### config.mk
export PLATFORM = sky130hd
export DESIGN_NAME = pin_access_ctrl
export DESIGN_NICKNAME = d
export VERILOG_FILES = /design/src/rtl/pin_access_pkg.sv /design/src/rtl/pin_shift_reg.sv /design/src/rtl/pin_access_ctrl.sv
export SDC_FILE = /design/constraint.sdc
export NUM_CORES = 1
export LEC_CHECK = 0
export CORE_MARGIN = 10
export CORE_UTILIZATION = 50
export CTS_BUF_LIST = sky130_fd_sc_hd__clkbuf_8
export DETAILED_ROUTE_END_ITERATION = 10
export GPL_ROUTABILITY_DRIVEN = 1
export GPL_TIMING_DRIVEN = 1
export MAX_ROUTING_LAYER = met4
export PLACE_DENSITY = 0.78
export SLEW_MARGIN = 20
export SYNTH_ARGS = -nofsm -noshare
export SYNTH_HDL_FRONTEND = slang
export SYNTH_SLANG_ARGS = --single-unit
### constraint.sdc
create_clock -name clk -period 1.39 [get_ports clk]
set_input_delay 0.2085 -clock clk [delete_from_list [all_inputs] [get_ports clk]]
set_output_delay 0.2085 -clock clk [all_outputs]
set_load 0.01 [all_outputs]
### src/rtl/pin_access_pkg.sv
// Shared types and width helpers for the PIN access controller.
package pin_access_pkg;

  typedef enum logic [2:0] {
    ST_IDLE,
    ST_ENTRY,
    ST_CHECK,
    ST_GRANT,
    ST_DENY,
    ST_LOCKOUT
  } state_t;

  function automatic int unsigned pin_width(input int unsigned digit_w,
                                            input int unsigned num_digits);
    return digit_w * num_digits;
  endfunction

  // Width able to hold values 0..max_count inclusive, never below 1 bit.
  function automatic int unsigned count_width(input int unsigned max_count);
    return (max_count < 1) ? 1 : $clog2(max_count + 1);
  endfunction

endpackage

### src/rtl/pin_shift_reg.sv
// MSB-first digit collector: shifts digits in from the LSB end and counts them.
module pin_shift_reg
  import pin_access_pkg::*;
#(
  parameter int unsigned DIGIT_W    = 4,
  parameter int unsigned NUM_DIGITS = 4,
  localparam int unsigned PIN_W     = pin_width(DIGIT_W, NUM_DIGITS),
  localparam int unsigned CNT_W     = count_width(NUM_DIGITS)
) (
  input  logic               clk,
  input  logic               rst_n,
  input  logic               clear,
  input  logic               shift_en,
  input  logic [DIGIT_W-1:0] digit,
  output logic [PIN_W-1:0]   data,
  output logic               last
);

  logic [CNT_W-1:0] count;

  always_ff @(posedge clk or negedge rst_n) begin
    if (!rst_n) begin
      data  <= '0;
      count <= '0;
    end else if (clear) begin
      data  <= '0;
      count <= '0;
    end else if (shift_en) begin
      data  <= (data << DIGIT_W) | PIN_W'(digit);
      count <= count + CNT_W'(1);
    end
  end

  // High while the next accepted digit completes the PIN.
  assign last = (count == CNT_W'(NUM_DIGITS - 1));

endmodule

### src/rtl/pin_access_ctrl.sv
// PIN access controller: digit entry, compare with stored PIN, retry limit,
// timed lockout and in-session PIN change.
module pin_access_ctrl
  import pin_access_pkg::*;
#(
  parameter int unsigned DIGIT_W     = 4,
  parameter int unsigned NUM_DIGITS  = 4,
  parameter int unsigned MAX_TRIES   = 3,
  parameter int unsigned LOCK_CYCLES = 16,
  parameter logic [DIGIT_W*NUM_DIGITS-1:0] PIN_RESET = '1,
  localparam int unsigned PIN_W  = pin_width(DIGIT_W, NUM_DIGITS),
  localparam int unsigned FAIL_W = count_width(MAX_TRIES)
) (
  input  logic               clk,
  input  logic               rst_n,
  input  logic               has_access,
  input  logic               digit_valid,
  output logic               digit_ready,
  input  logic [DIGIT_W-1:0] digit_in,
  input  logic               entry_clear,
  input  logic               pin_wr,
  input  logic [PIN_W-1:0]   pin_wr_data,
  output logic [3:0]         message,
  output logic               welcome,
  output logic               deny,
  output logic               locked,
  output logic [FAIL_W-1:0]  fail_count
);

  localparam int unsigned LOCK_W = count_width(LOCK_CYCLES);

  state_t             state;
  state_t             next_state;
  logic [PIN_W-1:0]   stored_pin;
  logic [PIN_W-1:0]   entered_pin;
  logic [LOCK_W-1:0]  lock_timer;
  logic [FAIL_W-1:0]  fail_next;
  logic               accept;
  logic               last_digit;
  logic               shift_clear;
  logic               pin_match;
  logic               lock_done;

  // clear beats a same-cycle digit, so a cleared digit is never shifted in
  assign accept      = (state == ST_ENTRY) && digit_valid && !entry_clear;
  // entered digits survive only through ENTRY and the single CHECK cycle
  assign shift_clear = ((state != ST_ENTRY) && (state != ST_CHECK)) ||
                       ((state == ST_ENTRY) && entry_clear);
  assign pin_match   = (entered_pin == stored_pin);
  assign fail_next   = fail_count + FAIL_W'(1);
  assign lock_done   = (lock_timer == LOCK_W'(LOCK_CYCLES - 1));

  pin_shift_reg #(
    .DIGIT_W    (DIGIT_W),
    .NUM_DIGITS (NUM_DIGITS)
  ) u_shift (
    .clk      (clk),
    .rst_n    (rst_n),
    .clear    (shift_clear),
    .shift_en (accept),
    .digit    (digit_in),
    .data     (entered_pin),
    .last     (last_digit)
  );

  always_ff @(posedge clk or negedge rst_n) begin
    if (!rst_n) state <= ST_IDLE;
    else        state <= next_state;
  end

  always_comb begin
    next_state = state;
    unique case (state)
      ST_IDLE: begin
        if (has_access) next_state = ST_ENTRY;
      end
      ST_ENTRY: begin
        if (!has_access)                         next_state = ST_IDLE;
        else if (entry_clear)                    next_state = ST_ENTRY;
        else if (accept && last_digit)           next_state = ST_CHECK;
      end
      ST_CHECK: begin
        if (!has_access)                         next_state = ST_IDLE;
        else if (pin_match)                      next_state = ST_GRANT;
        else if (fail_next == FAIL_W'(MAX_TRIES)) next_state = ST_LOCKOUT;
        else                                     next_state = ST_DENY;
      end
      ST_GRANT: begin
        if (!has_access) next_state = ST_IDLE;
      end
      ST_DENY: begin
        next_state = has_access ? ST_ENTRY : ST_IDLE;
      end
      ST_LOCKOUT: begin
        if (lock_done) next_state = ST_IDLE;
      end
      default: next_state = ST_IDLE;
    endcase
  end

  // Outputs are registered from next_state so they track the state register.
  always_ff @(posedge clk or negedge rst_n) begin
    if (!rst_n) begin
      stored_pin  <= PIN_RESET;
      fail_count  <= '0;
      lock_timer  <= '0;
      message     <= '0;
      welcome     <= 1'b0;
      deny        <= 1'b0;
      locked      <= 1'b0;
      digit_ready <= 1'b0;
    end else begin
      if ((state == ST_GRANT) && pin_wr) stored_pin <= pin_wr_data;

      if ((state == ST_CHECK) && has_access)
        fail_count <= pin_match ? '0 : fail_next;
      else if ((state == ST_LOCKOUT) && lock_done)
        fail_count <= '0;

      if (state == ST_LOCKOUT) lock_timer <= lock_timer + LOCK_W'(1);
      else                     lock_timer <= '0;

      message     <= ((next_state == ST_ENTRY) || (next_state == ST_CHECK) ||
                      (next_state == ST_GRANT) || (next_state == ST_DENY)) ? '1 : '0;
      welcome     <= (next_state == ST_GRANT);
      deny        <= (next_state == ST_DENY);
      locked      <= (next_state == ST_LOCKOUT);
      digit_ready <= (next_state == ST_ENTRY);
    end
  end

endmodule

==> results of run 1 <==
flip-flops by register name, indices dropped and copies added (netlist names):
name	flops
u_shift.data	16
u_shift.count	3
welcome	1
lock_timer	5
state	3
deny	1
stored_pin	16
message	1
digit_ready	1
fail_count	2
locked	1
layout make-up:
class / count / area, um2
timing repair buffer: 84 / 855
tap: 52 / 65.1
sequential: 50 / 1270
clock inverter: 2 / 8.76
clock buffer: 6 / 82.6
multi-input combinational: 144 / 1280
inverter: 7 / 26.3
fill: 235 / 853
power groups by stage:
stage / clock, mW / combinational, mW / sequential, mW
5_1_grt: 0.936 / 0.364 / 1.48
6_report: 0.880 / 0.344 / 1.48
3_3_place_gp: 0 / 0.242 / 1.51
3_5_place_dp: 0 / 0.248 / 1.51
4_1_cts: 0.872 / 0.305 / 1.48
2_1_floorplan: 0 / 0.0870 / 1.51
critical path, cell delays in order, from the launching register on:
cell and delay [ns]:
dfstp_2 0.55, xor2_1 0.08, nor4_2 0.41, buf_4 0.19
a41oi_2 0.17, nor3b_1 0.30
kinds of logic after synthesis:
logic type / share of synthesized area [%]
AND/OR/NAND/NOR: 15.7
adder cells (fa/ha/maj): 2.69
flip-flops: 54.6
buffers and inverters: 3.97
XOR/XNOR: 6.77
AO/OA/AOI/OAI: 8.59
multiplexers: 7.73
layer usage:
layer	global-route usage, %	vias to the layer above	wire length, um
li1	-	884	-
met1	19.5	988	2940
met2	27.1	76	3600
met3	3.13	21	323
met4	7.49	0	211
met5	-	-	0
Yosys cell counts (all sizes together):
master | number | share of area, %
dfrtp | 34 | 37
nor2b | 1 | 0.27
nand2 | 36 | 5.8
and4 | 1 | 0.38
nor3b | 2 | 0.64
or3 | 1 | 0.27
nor2 | 7 | 1.1
o31ai | 2 | 0.64
a21oi | 4 | 0.86
xnor2 | 1 | 0.38
o21ai | 20 | 4.3
mux2 | 16 | 7.7
nand2b | 6 | 1.6
nor3 | 1 | 0.70
or3b | 2 | 0.75
buf | 11 | 2.7
inv | 7 | 1.1
xor2 | 17 | 6.4
a41oi | 2 | 0.75
and3 | 1 | 0.27
dfstp | 16 | 18
o32ai | 1 | 0.38
or2 | 1 | 0.27
nor4b | 1 | 0.38
nand4b | 1 | 0.64
a221oi | 1 | 0.38
a21o | 1 | 0.32
nor4 | 4 | 1.1
o22ai | 2 | 0.54
clkbuf | 1 | 0.16
nand3 | 4 | 0.86
nand3b | 2 | 0.64
o311a | 1 | 0.43
ha | 5 | 2.7
cells in the final DEF (no fill, tap or decap), types with 2 or more instances in the layout:
| cell type | n |
|---|---|
| dfrtp_1 | 34 |
| buf_4 | 34 |
| clkdlybuf4s50_1 | 24 |
| nand2_4 | 17 |
| xor2_1 | 16 |
| mux2_2 | 16 |
| dfstp_2 | 16 |
| nand2_2 | 14 |
| o21ai_2 | 10 |
| inv_1 | 8 |
| o21ai_1 | 8 |
| dlygate4sd2_1 | 8 |
| nor2_1 | 7 |
| clkbuf_8 | 6 |
| nand2_1 | 5 |
| buf_6 | 5 |
| nor4_2 | 4 |
| nand2b_1 | 4 |
| buf_12 | 4 |
| a21oi_2 | 3 |
| nand3_1 | 3 |
| ha_1 | 3 |
| buf_16 | 3 |
| nand3b_1 | 2 |
| nor3b_1 | 2 |
| nand2b_4 | 2 |
| o21ai_0 | 2 |
| or3b_1 | 2 |
| o31ai_1 | 2 |
| buf_8 | 2 |
| dlymetal6s2s_1 | 2 |
timing repair:
action | in CTS | in global routing
pin swaps | 14 | 27
endpoints found under the setup margin | 37 | 31
hold buffers | 1 | 0
endpoints found under the hold margin | 9 | 0
setup buffers | 4 | 3
gates resized for setup | 45 | 64
cloned | 5 | 0
stage by stage:
stage | setup TNS (ns) | std cells | util (%)
2_1_floorplan | -0.767 | 213 | -
3_3_place_gp | -6.48 | 324 | 68.3
3_5_place_dp | -7.36 | 324 | 68.3
4_1_cts | -2.43 | 342 | 75.7
5_1_grt | -5.24 | 345 | 80.8
6_report | -4.52 | 345 | 80.8
how the worst max path moves through the flow:
stage | from | endpoint | slack [ns] | depth (start not counted)
2_1_floorplan | state[0] | u_shift.count[0] | -0.04 | 4
3_3_place_gp | stored_pin[6] | message[2] | -0.35 | 5
3_5_place_dp | stored_pin[6] | fail_count[1] | -0.38 | 5
4_1_cts | stored_pin[5] | message[2] | -0.21 | 5
5_1_grt | stored_pin[8] | state[1] | -0.37 | 5
6_report | stored_pin[9] | state[1] | -0.41 | 5
==> reports/metrics.yaml, run 1 <==
routed_wl_um: 7080
hold_class: "in2async"
violations: "setup timing"
reg2regPathDepth: 5
io_pins: 36
holdWs_ns: 0.301
drtIter0Drc: 146
gr-usage-all-layers_pct: 16.6
antenna_cells: 0
synth.avg_cell_area_um2: 10.9
hold_viol_final: 0
critPathMaxFanout: 3
skew_ns: 0.0112
yosysWarnings: 0
antenna_left: 0
setup_viol: 29
clk_latency_ns: 0.31
pre_cts_ws_ns: -0.383
p_switching_uw: 657
io_buffer_count: 35
power_frac_seq_pct: 54.7
fin_nets: 323
cts.sinks: 50
drive_gt1_share_pct: 51.9
finalCritPeriodShare_pct: 130
vias_per_cell: 5.71
cts_buffers: 5
clkTransAtPathRegs_ns: 0.09
cts-root-buf: "clkbuf_8"
grt_max_degree: 42
start_kind: "flip-flop"
row_count: 24
antenna_found_initial: 0
worst_slack_ns: -0.413
crit_arrival_ns: 2.01
cts.path.max_buffers: 2
r2r_slack_ns: -0.41
placed_area_mm2: 0.00304
leakagePower_nw: 1.81
clock.fmax_mhz: 555
grt_pass1_wl_um: 9780
ys_seq_area_share_pct: 54.6
die_x_um: 88.3
start_util_pct: 52.4
dp_hpwl_um: 3730
clkPwrFrac_pct: 32.5
syn2layout_area_growth_pct: 54.1
ir_drop_uv: 727
crit_required_ns: 1.59
synthDistinctLibCells: 36
drv_cap: 0
synth_seq_cells: 50
p_comb_share_pct: 12.7
synthCells: 213
fp.dieH_um: 88.3
die-area_mm2: 0.00779
synth_nets: 244
grt_pass1_vias: 1995
h-tree-depth: 2
fin_crit_ns: 1.80
post-route-drc-count: 0
dr_total_vias: 1969
cts_tree: "done"
core_mm2: 0.00444
power.total_mw: 2.70
syn_area_mm2: 0.00233
slew_headroom_pct: 75.2
critPathKind: "reg2reg"
p_int_mw: 2.05
pwr_density_cell_mw_per_mm2: 753
timing.rr.start: "stored_pin[9]"
maxSlewViolCount: 0
wire_per_inst_um: 20.5
r2r_end: "state[1]"
drt_pass1_iterations: 4
swShare_pct: 24.3
grt_overflow_total: 0
outcome: "finished with violations"
tightestPinTransition_ns: 0.369
endpoint_kind: "flip-flop"
final_area_mm2: 0.00359
rsz0062_at_grt: "true"
routabilityCongestion: 0.877
Power figures use the tool's default switching activity.
==> run 2, diff against run 1 <==
--- a/config.mk
+++ b/config.mk
@@ -6,13 +6,13 @@
 export NUM_CORES = 1
 export LEC_CHECK = 0
 export CORE_MARGIN = 10
-export CORE_UTILIZATION = 50
-export CTS_BUF_LIST = sky130_fd_sc_hd__clkbuf_8
+export CORE_UTILIZATION = 48
+export CTS_BUF_LIST = sky130_fd_sc_hd__clkbuf_16
 export DETAILED_ROUTE_END_ITERATION = 10
 export GPL_ROUTABILITY_DRIVEN = 1
 export GPL_TIMING_DRIVEN = 1
 export MAX_ROUTING_LAYER = met4
-export PLACE_DENSITY = 0.78
+export PLACE_DENSITY = 0.75
 export SLEW_MARGIN = 20
 export SYNTH_ARGS = -nofsm -noshare
 export SYNTH_HDL_FRONTEND = slang
==> run 2 against run 1 <==
The flow still finishes with violations (setup timing). Flip-flop and latch count stayed put. Die area is 3.2% higher. Combinational power hardly changed. Clock power is 56% higher. Sequential power hardly changed. Core utilization is 2.6 points lower. Power is 18% higher. Hold slack better by 0.069 ns. Cell count is 4.9% higher. Critical path depth stayed put. Fmax is 11% higher. Routed wire length is 4.5% lower. Highest routed layer unchanged.
==> reports/metrics.yaml, run 2 (synthesized netlist as in run 1, its figures left out) <==
grt_pass1_vias: 1893
violations: "setup timing"
multi_input_area_mm2: 0.00125
cts_buffers: 5
hold_class: "in2async"
layout_commonest_cell: "buf_4"
tns_ns: -3.44
outcome: "finished with violations"
critPathKind: "reg2reg"
fp.dieH_um: 89.7
clkTransAtPathRegs_ns: 0.07
clk_latency_ns: 0.29
dp_hpwl_um: 3640
io_pins: 36
drt_pass1_iterations: 4
routabilityCongestion: 0.828
crit_arrival_ns: 1.86
antenna_cells: 0
dr_total_vias: 1915
drive_gt1_share_pct: 47.8
grt_pass1_wl_um: 9040
endpoint_kind: "flip-flop"
row_count: 25
worst_slack_ns: -0.239
drtIter0Drc: 138
h-tree-depth: 2
leakagePower_nw: 1.72
skew_ns: 0.00786
die_x_um: 89.7
grt_overflow_total: 0
die-area_mm2: 0.00804
final_cell_mix: "37 x buf_4, 34 x dfrtp_1, 28 x clkdlybuf4s50_1, 19 x nand2_1"
start_util_pct: 49.3
slew_headroom_pct: 74.6
cts.sinks: 50
seqCellArea_mm2: 0.00127
syn2layout_area_growth_pct: 58.6
clock.fmax_mhz: 614
power.total_mw: 3.20
fin_crit_ns: 1.63
antenna_left: 0
drv_cap: 0
cts.path.max_buffers: 2
setup_viol: 29
finalCritPeriodShare_pct: 117
io_buffer_count: 35
critPathMaxFanout: 6
fin_util_pct: 78.2
maxSlewViolCount: 0
reg_top3: "stored_pin x16, u_shift.data x16, lock_timer x5"
crit_required_ns: 1.62
pre_cts_ws_ns: -0.348
core_mm2: 0.00472
antenna_found_initial: 0
vias_per_cell: 5.29
ir_drop_uv: 580
gr-usage-all-layers_pct: 14.8
rsz0062_at_grt: "true"
cts-root-buf: "clkbuf_16"
tightestPinTransition_ns: 0.381
fin_nets: 326
wire_per_inst_um: 18.7
start_kind: "flip-flop"
routed_wl_um: 6760
grt_max_degree: 36
fillers: 274
hold_viol_final: 0
pwr_density_cell_mw_per_mm2: 865
post-route-drc-count: 0
cts_tree: "done"
-- run 2: worst paths after layout --
path	end	cells after the start	slack, ns	from
max in group asynchronous	stored_pin[15]	3	0.45	rst_n
worst max-delay path	message[2]	5	-0.24	stored_pin[7]
worst max register to register	message[2]	5	-0.24	stored_pin[7]
worst min register to register	u_shift.count[0]	1	0.51	u_shift.count[0]
min in group clk	u_shift.data[2]	3	0.47	digit_in[2]
worst min-delay path	fail_count[1]	2	0.37	rst_n
-- run 2: worst max-delay path: stages (launching register included) --
cell and delay [ns]:
dfstp_2 0.54, xor2_1 0.07, nor4_2 0.35, buf_4 0.19
and4_4 0.26, o311a_1 0.15
-- run 2: routing by layer --
layer | track usage (%) | routed length [um] | up-vias
met5 | - | 0 | -
met4 | 5.06 | 154 | 0
met3 | 3.34 | 278 | 16
met2 | 23.6 | 3460 | 55
met1 | 18.0 | 2870 | 952
li1 | - | - | 892
-- run 2: power breakdown --
group	internal [mW]	switching (mW)
clock network	0.842	0.530
registers	1.47	0.0108
logic	0.189	0.153
total	2.50	0.693
-- run 2: what timing repair did --
action                                  CTS  global route
pin swaps                                12            26
endpoints found under the hold margin     9             0
hold buffers                              1             0
resized for setup                        27            57
buffers inserted                          3             4
cloned                                    2             4
endpoints found under the setup margin   35            45
-- run 2: through the flow --
| step | instances | cell area [um2] | hold WS [ns] |
|---|---|---|---|
| finish | 362 | 3690 | 0.370 |
| floorplan | 213 | 2400 | -0.0871 |
| CTS | 355 | 3370 | 0.379 |
| global route | 362 | 3690 | 0.430 |
| global placement | 342 | 3080 | 0.141 |
| detailed placement | 342 | 3080 | 0.146 |
-- run 2: layout make-up --
cell class	instances	share of cell area, %
flip-flops and latches	50	34.4
clock inverters	2	1.05
multi-input cells	144	33.8
well taps	67	2.27
clock buffers	5	3.39
repair buffers	87	24.4
inverters	7	0.711
==> patch 1, RTL diff (settings of run 1) <==
Set the parameter `LOCK_CYCLES` to 32 (it was 16).
--- a/src/rtl/pin_access_ctrl.sv
+++ b/src/rtl/pin_access_ctrl.sv
@@ -6,7 +6,7 @@
   parameter int unsigned DIGIT_W     = 4,
   parameter int unsigned NUM_DIGITS  = 4,
   parameter int unsigned MAX_TRIES   = 3,
-  parameter int unsigned LOCK_CYCLES = 16,
+  parameter int unsigned LOCK_CYCLES = 32,
   parameter logic [DIGIT_W*NUM_DIGITS-1:0] PIN_RESET = '1,
   localparam int unsigned PIN_W  = pin_width(DIGIT_W, NUM_DIGITS),
   localparam int unsigned FAIL_W = count_width(MAX_TRIES)
Behaviour: same outputs for any inputs over 10 cycles, from zero or initial values and one cycle with rst_n low; that may be too few to reach the edited logic, so the function may still have changed.
==> patch 1 against run 1 <==
The run still ends with setup timing left. Cell area is 1.5% lower. Sequential cell count is 1 higher. Power is 5.6% higher. Die area is 1.7% higher. Wire length is 8.8% lower. Cell count is 1.7% higher. Core utilization is 4.9 points lower. Critical path type unchanged. Largest cell class is now flip-flops and latches. Setup slack better by 0.10 ns. Synthesized area is 2.2% higher. Worst hold slack better by 0.0017 ns.
==> patch 1: results (changes against run 1) <==
----------------------------------------------------
[Status]
  Result of the run ... finished, violations left (unchanged)
  Failing checks ... setup timing (unchanged)

[Global route]
  Number of global-route vias before repair ... 1865 (was 1995)
  Wire length of the first global-routing pass ... 8590 um (was 9780 um)
  Largest net degree at the start of global routing ... 29 (was 42)

[Setup path]
  Worst setup path start ... stored_pin[13]$_DFFE_PN1P_ (was stored_pin[9]$_DFFE_PN1P_)
  Critical path fanouts, max ... 5 (was 3)
  CP Capture Point ... message[2]$_DFF_PN0_ (was state[1]$_DFF_PN0_)
  Arrival time at the worst endpoint ... 1.89 ns (was 2.01 ns)
  Crit Reg-Reg Endpoint ... message[2]$_DFF_PN0_ (was state[1]$_DFF_PN0_)

[Synth]
  Leading post-synthesis cells by cell area ... dfrtp_1, dfstp_2, nand2_1 (was dfrtp_1, dfstp_2, mux2_2)
  Most common library cells after synthesis ... nand2_1, dfrtp_1, xnor2_1 (was nand2_1, dfrtp_1, o21ai_0)
  Fraction of synthesized cell area in xor and xnor cells ... 7.36% (was 6.77%)
  Post-Syn Area per Cell ... 11.4 sq um (was 10.9 sq um)
  Proportion of synthesized area in mux cells ... 7.57% (was 7.73%)

[Power]
  Leakage dissipation ... 1.59 nW (was 1.81 nW)
  Peak supply drop ... 647 uV (was 727 uV)
  Switching portion of total power ... 22.8% (was 24.3%)
  Comb pwr share ... 11.6% (was 12.7%)

[Layout]
  Multi-input logic area ... 1220 sq um (was 1280 sq um)

[Clock network]
  Number of resized instances in the post-cts repair step ... 13 (was 45)
  Buffers inserted by post-CTS timing repair ... 0 (was 4)

[Timing]
  PnR worst setup slack ... -0.313 ns (was -0.413 ns)
  Setup violation total in the final timing report ... 28 (was 29)
  Worst-case clock skew ... 0.00600 ns (was 0.0112 ns)
  Accumulated negative setup slack ... -3.51 ns (was -4.52 ns)

[Drt]
  Post-detailed-routing wire length ... 6460 um (was 7080 um)

[Placed design]
  Placement-stage cell area ... 3030 sq um (was 3040 sq um)
  Routability Congestion ... 0.893 (was 0.877)
  Setup slack after placement ... -0.289 ns (was -0.383 ns)

----------------------------------------------------
-- patch 1: changes by cell type after synthesis, moves of 10 or more --
cell	before	now
mux2_2	16	6
o21ai_1	2	16
xnor2_1	1	18
mux2_1	0	10
o21ai_0	18	2
xor2_1	17	2
-- patch 1: final cells by class --
type	count	share of cell area (%)
sequential	51	36.8
multi-input combinational	148	34.4
timing repair buffer	87	23.5
clock buffer	5	1.95
tap	54	1.91
clock inverter	2	1.06
inverter	4	0.425
-- patch 1: routing by layer --
layer	track usage (%)	wire (um)	vias up
li1	-	-	889
met1	16.8	2720	994
met2	23.5	3360	52
met3	2.46	238	11
met4	5.20	149	0
met5	-	0	-
-- patch 1: cell families (layout without fill, tap and decap cells) --
kind of cell,count (synthesis),after routing
and+or+nand+nor,73,76
muxes,16,16
DFF,51,51
adders and majority gates,4,4
buffers and inverters,13,98
AOI/OAI and AO/OA,32,32
xor gates and xnor gates,20,20
==> patch 2, RTL diff (flow settings as in run 1) <==
Without the edit above. Register the output `fail_count` once more, without a reset; this adds one clock of latency there. The other outputs are not delayed to match.
--- a/src/rtl/pin_access_ctrl.sv
+++ b/src/rtl/pin_access_ctrl.sv
@@ -29,6 +29,8 @@
 
   localparam int unsigned LOCK_W = count_width(LOCK_CYCLES);
 
+  logic [FAIL_W-1:0] fail_count_s0;
+
   state_t             state;
   state_t             next_state;
   logic [PIN_W-1:0]   stored_pin;
@@ -47,7 +49,7 @@
   assign shift_clear = ((state != ST_ENTRY) && (state != ST_CHECK)) ||
                        ((state == ST_ENTRY) && entry_clear);
   assign pin_match   = (entered_pin == stored_pin);
-  assign fail_next   = fail_count + FAIL_W'(1);
+  assign fail_next   = fail_count_s0 + FAIL_W'(1);
   assign lock_done   = (lock_timer == LOCK_W'(LOCK_CYCLES - 1));
 
   pin_shift_reg #(
@@ -102,7 +104,7 @@
   always_ff @(posedge clk or negedge rst_n) begin
     if (!rst_n) begin
       stored_pin  <= PIN_RESET;
-      fail_count  <= '0;
+      fail_count_s0 <= '0;
       lock_timer  <= '0;
       message     <= '0;
       welcome     <= 1'b0;
@@ -113,9 +115,9 @@
       if ((state == ST_GRANT) && pin_wr) stored_pin <= pin_wr_data;
 
       if ((state == ST_CHECK) && has_access)
-        fail_count <= pin_match ? '0 : fail_next;
+        fail_count_s0 <= pin_match ? '0 : fail_next;
       else if ((state == ST_LOCKOUT) && lock_done)
-        fail_count <= '0;
+        fail_count_s0 <= '0;
 
       if (state == ST_LOCKOUT) lock_timer <= lock_timer + LOCK_W'(1);
       else                     lock_timer <= '0;
@@ -129,5 +131,9 @@
     end
   end
 
+  always_ff @(posedge clk) begin
+    fail_count <= fail_count_s0;
+  end
+
 endmodule
 
Check against the original RTL: not equivalent (a bounded check fails within 10 cycles, from zero or initial values and one cycle with rst_n low).
==> patch 2 against run 1 <==
The flow still finishes with violations (setup timing). Setup slack improved by 0.16 ns. Power decreased by 0.27%. Synthesized area increased by 1.5%. Synthesized cell count increased by 0.94%. Clock power decreased by 2.4%. Wire length decreased by 16%. Sequential power increased by 3%. Cell area decreased by 4.4%. Sequential cell count increased by 2. Worst hold slack improved by 0.081 ns. Critical endpoint is now message[2]$_DFF_PN0_.
==> patch 2: results (changes against run 1) <==
----------------------------------------------------
[Power]
  Post-layout power ... 2.70 mW (about the same)
  Power Sequential ... 1.53 mW (was 1.48 mW)
  Logic power comb ... 0.303 mW (was 0.344 mW)
  Leakage dissipation ... 1.68 nW (was 1.81 nW)

[Setup path]
  Critical path fanouts, max ... 6 (was 3)
  Arrival time at the worst endpoint ... 1.88 ns (was 2.01 ns)

[Synth]
  Leading post-synthesis cells by cell area ... dfrtp_1, dfstp_2, mux2_2 (unchanged)
  Synth Area in Compound Gates ... 8.47% (was 8.59%)
  Arithmetic-cell share of the synthesized area counting full adders, half adders and majority gates ... 2.65% (was 2.69%)
  Post-synthesis async set-or-reset flop share ... 96.2% (was 100%)
  Most common library cells after synthesis ... nand2_1, dfrtp_1, xor2_1 (was nand2_1, dfrtp_1, o21ai_0)
  Fraction of synthesized cell area in xor and xnor cells ... 6.67% (was 6.77%)
  Synthesized Nets ... 246 (was 244)
  Netlist cell types ... 37 (was 36)

[Global route]
  Total routing usage reported by global routing ... 13.6% (was 16.6%)

[Status]
  Result of the run ... finished, violations left (unchanged)
  Failing checks ... setup timing (unchanged)

[Timing]
  PnR worst setup slack ... -0.252 ns (was -0.413 ns)
  Setup violation total in the final timing report ... 24 (was 29)
  Actual slew at the worst max-slew pin ... 0.461 ns (was 0.369 ns)

[Placed design]
  Placement-stage cell area ... 3060 sq um (was 3040 sq um)
  Setup slack after placement ... -0.353 ns (was -0.383 ns)
  Number of placed instances, taps included ... 325 (was 324)
  Detailed-placement wirelength estimate ... 3600 um (was 3730 um)

[Drt]
  Vias per cell ... 5.54 (was 5.71)
  Routed met2 length ... 2970 um (was 3600 um)
  Routed metal-1 wirelength ... 2560 um (was 2940 um)
  Routed length per placed instance ... 17.5 um (was 20.5 um)
  Detailed-routed wire length on met3 ... 278 um (was 323 um)

[Layout]
  Post-Layout Cell Count ... 341 (was 345)
  Net count reported at finish ... 319 (was 323)
  Proportion of layout cells with a drive suffix above 1 ... 42.2% (was 51.9%)

----------------------------------------------------
patch 2: changes by cell type after synthesis:
cell      before  now
o21ai_1        2    8
o21ai_0       18   10
dfxtp_1        0    2
buf_4          3    4
a21oi_1        4    6
nor3_2         0    1
buf_2          8    6
clkbuf_1       1    2
nor3_4         1    0
patch 2: layout make-up:
class                   instances  area, sq um
multi-input cells             146         1170
flip-flops and latches         52         1310
clock buffers                   6         82.6
well taps                      52         65.1
fillers                       258         1040
inverters                       7         26.3
clock inverters                 2         7.51
repair buffers                 76          766
patch 2: routing by layer:
metal | track usage [%] | vias up
li1 | - | 888
met4 | 5.73 | 0
met1 | 16.1 | 926
met3 | 3.31 | 17
met5 | - | -
met2 | 21.7 | 58
patch 2: what timing repair did:
action                     4_1_cts  5_1_grt
gates resized for setup         15       40
buffers inserted                 0        2
setup endpoints to repair       18       35
hold endpoints to repair        13        0
cloned                           0        5
hold buffers                     1        0
pin swaps                       11       19
patch 2: worst max-delay path, stage by stage, from the launching register on:
cell and delay, ns:
dfstp_2 0.55, xor2_1 0.07, nor4_1 0.32, buf_4 0.19, and4_4 0.28, o311a_1 0.16
patch 2: final timing paths:
kind                            slack [ns]                    startpoint                     endpoint  cells past startpoint
worst max register to register       -0.25     stored_pin[2]$_DFFE_PN1P_         message[2]$_DFF_PN0_                      5
max in group asynchronous             0.46                         rst_n    stored_pin[1]$_DFFE_PN1P_                      3
worst min-delay path                  0.38                         rst_n  u_shift.data[9]$_DFFE_PN0P_                      2
worst max-delay path                 -0.25     stored_pin[2]$_DFFE_PN1P_         message[2]$_DFF_PN0_                      5
min in group clk                      0.41  fail_count_s0[1]$_DFFE_PN0P_        fail_count[1]$_DFF_P_                      0
worst min register to register        0.41  fail_count_s0[1]$_DFFE_PN0P_        fail_count[1]$_DFF_P_                      0
